<file path="config.mk">
export PLATFORM = sky130hd
export DESIGN_NAME = check_time_and_return
export DESIGN_NICKNAME = d
export VERILOG_FILES = /design/src/rtl/check_time_and_return.sv
export SDC_FILE = /design/constraint.sdc
export NUM_CORES = 1
export LEC_CHECK = 0
export CORE_MARGIN = 3
export CORE_UTILIZATION = 50
export DETAILED_ROUTE_END_ITERATION = 10
export GPL_TIMING_DRIVEN = 0
export PLACE_DENSITY = 0.82
export SKIP_LAST_GASP = 1
export SLEW_MARGIN = 5
export SYNTH_ARGS = -nofsm -noshare
export SYNTH_HDL_FRONTEND = slang
export SYNTH_SLANG_ARGS = --single-unit
</file>
<file path="constraint.sdc">
create_clock -name clk -period 8.2 [get_ports clk]
set_clock_uncertainty 0.15 [all_clocks]
set_input_delay 1.23 -clock clk [delete_from_list [all_inputs] [get_ports clk]]
set_output_delay 1.23 -clock clk [all_outputs]
set_load 0.005 [all_outputs]
</file>
<file path="src/rtl/check_time_and_return.sv">
// Inactivity timer and coin-return sequencer for the vending machine.
// Returns the balance one coin per cycle, largest denomination first, on timeout or on request.
module check_time_and_return #(
  parameter int kNumCoins  = 3,
  parameter int kNumItems  = 4,
  parameter int kTotalBits = 31,
  parameter int kWaitTime  = 10
) (
  input  logic                        clk,
  input  logic                        reset,
  input  logic [kNumCoins-1:0]        i_input_coin,
  input  logic [kNumItems-1:0]        o_output_item,
  input  logic                        i_trigger_return,
  input  logic [kNumCoins-1:0][31:0]  coin_value,
  input  logic [kTotalBits-1:0]       current_total,
  output logic [31:0]                 wait_time,
  output logic [kNumCoins-1:0]        o_return_coin
);

  localparam int kCmpBits = (kTotalBits > 32) ? kTotalBits : 32;

  typedef enum logic [1:0] {
    IDLE,
    COUNT,
    RETURN
  } state_e;

  state_e                 state_q, state_d;
  logic [31:0]            wait_time_q, wait_time_d;
  logic [kNumCoins-1:0]   return_coin_q, return_coin_d;

  logic                   activity;
  logic [kTotalBits-1:0]  returned_value;
  logic [kTotalBits-1:0]  remaining;
  logic [kNumCoins-1:0]   next_coin;

  assign activity = (|i_input_coin) | (|o_output_item);

  // The coin on the output has not yet been subtracted by the total stage,
  // so discount it here to avoid paying it out twice.
  always_comb begin
    returned_value = '0;
    for (int unsigned i = 0; i < kNumCoins; i++) begin
      if (return_coin_q[i]) begin
        returned_value = kTotalBits'(coin_value[i]);
      end
    end
    remaining = current_total - returned_value;
  end

  // Later (larger) denominations overwrite earlier ones: highest fitting coin wins.
  always_comb begin
    next_coin = '0;
    for (int unsigned i = 0; i < kNumCoins; i++) begin
      if (kCmpBits'(coin_value[i]) <= kCmpBits'(remaining)) begin
        next_coin    = '0;
        next_coin[i] = 1'b1;
      end
    end
  end

  always_comb begin
    state_d       = state_q;
    wait_time_d   = wait_time_q;
    return_coin_d = '0;
    unique case (state_q)
      IDLE: begin
        wait_time_d = '0;
        if (activity) begin
          wait_time_d = 32'(kWaitTime);
          state_d     = COUNT;
        end else if (i_trigger_return && (current_total != '0)) begin
          return_coin_d = next_coin;
          state_d       = (next_coin != '0) ? RETURN : IDLE;
        end
      end
      COUNT: begin
        if (activity) begin
          wait_time_d = 32'(kWaitTime);
        end else if (i_trigger_return || (wait_time_q == '0)) begin
          return_coin_d = next_coin;
          wait_time_d   = '0;
          state_d       = (next_coin != '0) ? RETURN : IDLE;
        end else begin
          wait_time_d = wait_time_q - 32'd1;
        end
      end
      RETURN: begin
        wait_time_d   = '0;
        return_coin_d = next_coin;
        if (next_coin == '0) begin
          state_d = IDLE;
        end
      end
      default: begin
        state_d     = IDLE;
        wait_time_d = '0;
      end
    endcase
  end

  always_ff @(posedge clk or posedge reset) begin
    if (reset) begin
      state_q       <= IDLE;
      wait_time_q   <= '0;
      return_coin_q <= '0;
    end else begin
      state_q       <= state_d;
      wait_time_q   <= wait_time_d;
      return_coin_q <= return_coin_d;
    end
  end

  assign wait_time     = wait_time_q;
  assign o_return_coin = return_coin_q;

endmodule

</file>
# Word-level counts from Yosys, hierarchy flattened
# Cells that the tools add are included.
# totals
register_bits	37
inputBits	137
elab_cells	47
# classes
add_sub_neg	2
n_lt_le_gt_ge	3
eq_ne	6
muxes	22
bitwise	1
reduce_logical	10
# ops
cell	n
32-bit by 31-bit <= comparator with 1-bit output	3
31-bit two-way mux	3
32-bit two-way mux	2
32-bit case mux with 2 select lines	1
32-bit zero test	1
32-bit by 1-bit subtractor with 32-bit output, second input constant	1
31-bit nonzero test	1
31-bit subtractor	1
3-bit two-way mux	6
2-bit two-way mux	6
3-bit case mux with 3 select lines	1
2-bit inequality test, second input constant	3
2-bit case mux with 3 select lines	1
4-bit two-way mux	1
4-bit AND reduction	1
4-bit OR reduction	1
3-bit zero test	1
3-bit inequality test, second input constant	1
3-bit nonzero test	1
3-bit OR reduction	1
2-bit by 1-bit == test with 1-bit output, second input constant	1
2-bit == test, second input constant	1
2-bit zero test	1
1-bit logical AND	1
other kinds (3)	3

# Logic depth before layout (Yosys ltp)
# depth
depth_word	13
depth_mapped	29

# Least setup slack after synthesis
# Ideal clock, no wire load.
# synth_timing
path_type	input-to-reg
from	input coin_value[0] in the netlist's numbering
to	register return_coin_q[0], in the netlist o_return_coin[0]
setup_ps	95
arrival_time_ps	5868
required_ps	7955
setup_slack_ps	2087
stages	27
n_path_buf	0
cell_sequence	nand2_1 nor2_1 a211oi_1 a21oi_1 ha_1 inv_1 fa_1 a21oi_1 o22ai_1 o211ai_2 o211ai_2 a221oi_4 o21ba_2 o21ai_0 o31ai_1 mux2i_1 a2111oi_2 ha_1 nand3_1 nor3_1 and2_1 nand3_1 a21boi_0 or2_2 o22a_1 a21bo_2 nor4b_2
# synth_between
elab_chain_len	11
elab_cells_between_ends	15
classes_between	1 x add/sub; 3 x order compare; 11 x mux
# synth_rtl
element	line	rtl
from (decl)	14	input logic [kNumCoins-1:0][31:0] coin_value,
31-bit two-way mux (3 in series)	44	if (return_coin_q[i]) begin
31-bit subtractor	48	remaining = current_total - returned_value;
32-bit by 31-bit <= comparator with 1-bit output	55	if (kCmpBits'(coin_value[i]) <= kCmpBits'(remaining)) begin
1-bit two-way mux	55	
3-bit two-way mux	55	
3-bit two-way mux (*)	55	
3-bit two-way mux, on equally long branches	80, 72	
3-bit two-way mux, on equally long branches	78, 69	
3-bit case mux with 3 select lines (*)	66	unique case (state_q)
via return_coin_d[0]	30	logic [kNumCoins-1:0] return_coin_q, return_coin_d;
to (signal assigned)	110	return_coin_q <= return_coin_d;
to (decl)	30	
# Mark *: on every way through the listed nets, which the timed path passes. The rest lies on a longest branch.
# A chain may end at the register's enable or synchronous reset.

# Worst setup path in the final report
# layout_timing
from	input coin_value[0] in the netlist's numbering
to	register return_coin_q[1], in the netlist o_return_coin[1]
# layout_between
elab_chain_len	10
elab_cells_between_ends	13
classes_between	1 x add/sub; 2 x order compare; 10 x mux
# layout_rtl
element	line
31-bit two-way mux (*) (3 in series)	44
31-bit subtractor (*)	48
32-bit by 31-bit <= comparator with 1-bit output	55
3-bit two-way mux	55
3-bit two-way mux (*)	55
3-bit two-way mux, on equally long branches	80, 72
3-bit two-way mux, on equally long branches	78, 69
3-bit case mux with 3 select lines (*)	66
via return_coin_d[1]	30
# Marked as above.

==> flow_summary.json <==
{
  "layoutNonFillerInstCount": 1089,
  "initial_core_util_pct": 52.3,
  "gp_congestion": 0.972,
  "crit_slowest_cell": "a2111oi_0",
  "dr_wl_met3_um": 1670,
  "synthCells": 766,
  "h-tree-depth": 2,
  "synth_edf_count": 0,
  "synth_top_area_share_pct": 23.3,
  "final_common_cell": "clkdlybuf4s50_1",
  "drt-met1-wl_um": 8640,
  "dieArea_um2": 13600,
  "holdWs_ns": 0.372,
  "gr-total-overflow": 0,
  "ant_nets": 0,
  "cts_tree": "yes",
  "syn_nets": 1018,
  "ys_seq_area_share_pct": 15.1,
  "syn-cell-area_um2": 6120,
  "cts_sinks": 37,
  "worst-path-buf-inv": 2,
  "required_ns": 8.21,
  "syn_to_final_growth_pct": 33.8,
  "cts_max_path_buffers": 2,
  "placed_area_um2": 8010,
  "critPathMaxStageDelay_ns": 0.69,
  "placementRows": 39,
  "setup_tns_ns": 0,
  "worstHoldStart": "state_q[1]",
  "top_layer_used": "met4",
  "relSlewSlack_pct": 28.7,
  "r2r_cells": 25,
  "numPortBuffers": 171,
  "crit_top_cell": "a21oi_1",
  "min_path_cells": 1,
  "cp_max_fo": 6,
  "route.met2.wl_um": 9720,
  "synth-main-ff-cell": "dfrtp_1",
  "pin_count": 172,
  "rsz0062_at_grt": "false",
  "via_per_inst": 6.17,
  "grt_pass1_vias": 6413,
  "setup_violations": 0,
  "crit_family": "compound AO/OA/AOI/OAI gates",
  "die_y_um": 117,
  "grt_antenna_before_repair": 0,
  "post_cts_buffers": 0,
  "ys_types": 77,
  "cp_num_cells": 26,
  "final_cell_mix": "clkdlybuf4s50_1 (171), ha_1 (114), nor2_1 (97), a21oi_1 (80), nand2_1 (41)",
  "finalMaxSlewViolations": 0,
  "dr.first_iter.drc_count": 568,
  "min_period_ns": 7.62,
  "yosysTopAreaCell": "ha_1",
  "num-nets-final": 1196,
  "leakagePower_nw": 3.41,
  "arrival_ns": 7.64,
  "cts-root-buf": "clkbuf_16",
  "gr-usage-all-layers_pct": 29.4,
  "first_pass_iters": 5,
  "drc": 0,
  "grt_start_max_net_pins": 38,
  "synthTopCellsByArea": "ha_1 (23%), dfrtp_1 (15%), a21oi_1 (6.5%)",
  "grt_pass1_wl_um": 31700,
  "drv_cap": 0,
  "cts.clk_slew.worst_paths_ns": 0.06,
  "routedWlPerCell_um": 18.9,
  "syn_area_per_cell_um2": 7.99,
  "reg2reg_from": "o_return_coin[2]",
  "die_w_um": 117,
  "nFillCells": 982,
  "critPathLaunchType": "input port",
  "cts_inserted_buffers": 5,
  "hpwlAfterDp_um": 17300,
  "status": "complete, no violations",
  "coreArea_um2": 11700,
  "ir_drop_v": 0.0000865,
  "ys_async_sr_fraction_pct": 100,
  "cp-end-kind": "flip-flop",
  "wl_um": 20600,
  "tightest_slew_ns": 1.06,
  "ys_ff_latch": 37,
  "hold_path.class": "reg2reg",
  "finalCritPeriodShare_pct": 93.0,
  "fmax_ghz": 0.131,
  "power.density_nw_per_um2": 94.2,
  "drive_gt1_share_pct": 3.70,
  "place_inst": 1080,
  "yosys_warnings": 0,
  "clk_latency_ns": 0.28,
  "setup.worst_path.start": "coin_value[0]",
  "stdcell_area_um2": 8190,
  "path_class": "in2reg",
  "cts_hold_buf": 0,
  "finalHoldViolCount": 0,
  "via_count": 6719
}
cell usage after synthesis, drive strengths merged (16+ instances only):
cell type	number
o21ai	29
xnor2	38
nand4	17
nor3	16
a22oi	30
inv	26
nor4	17
clkbuf	18
dfrtp	37
ha	114
nand3	18
nand2	41
xor2	19
a21o	17
a21oi	80
nor2	97
stage by stage:
step                      setup slack [ns]  util, %  power, W
after floorplan                       2.09        -  0.000404
after global placement               0.529     68.4  0.000541
after detailed placement             0.423     68.4  0.000548
after CTS                            0.626     69.9  0.000769
after global routing               0.00683     69.9  0.000821
final                                0.578     69.9  0.000771
final cells by class:
type,instances,area [um^2],area share (%)
Antenna cell,1,2.50,0.0306
Buffer,22,93.8,1.15
Clock buffer,5,125,1.53
Clock inverter,3,46.3,0.565
Inverter,26,97.6,1.19
Multi-Input combinational cell,681,5010,61.1
Sequential cell,37,926,11.3
Tap cell,143,179,2.18
Timing Repair Buffer,171,1710,20.9
sequential cells by signal (all words and copies together) (netlist names):
| name | flops |
|---|---|
| o_return_coin | 3 |
| state_q | 2 |
| wait_time | 32 |
cells by family (layout without fill, tap and decap cells):
family | Yosys count | in the layout | synth area share, %
fa+ha+maj | 118 | 118 | 24.1
mux | 2 | 2 | 0.409
buf+inv | 48 | 227 | 3.09
xor+xnor | 60 | 60 | 9.59
compound gates | 237 | 237 | 26.2
flops | 37 | 37 | 15.1
other cells | 0 | 1 | 0
simple gates | 264 | 264 | 21.4
power breakdown:
group | internal [W] | switching (W) | leakage (nW)
Combinational | 0.000179 | 0.000190 | 2.82
Clock | 0.000144 | 0.0000752 | 0.0800
Sequential | 0.000183 | 0.000000207 | 0.502
path summary, 6_finish.rpt:
check                           slack, ns          endpoint
worst min register to register       0.37      wait_time[1]
max in group asynchronous            6.11      wait_time[7]
worst max-delay path                 0.58  o_return_coin[1]
worst min-delay path                 0.37      wait_time[1]
worst max register to register       0.94  o_return_coin[1]
min in group asynchronous            1.30     wait_time[14]
routing by layer:
| metal | vias up | GRT usage (%) |
|---|---|---|
| li1 | 3260 | - |
| met1 | 3115 | 38.5 |
| met2 | 303 | 49.7 |
| met3 | 41 | 4.82 |
| met4 | 0 | 9.25 |
| met5 | - | 0 |
repair_timing:
action	4_1_cts	5_1_grt
hold endpoints to repair	0	0
endpoints found under the setup margin	0	2
resized for setup	0	3
Power figures use the tool's default switching activity.
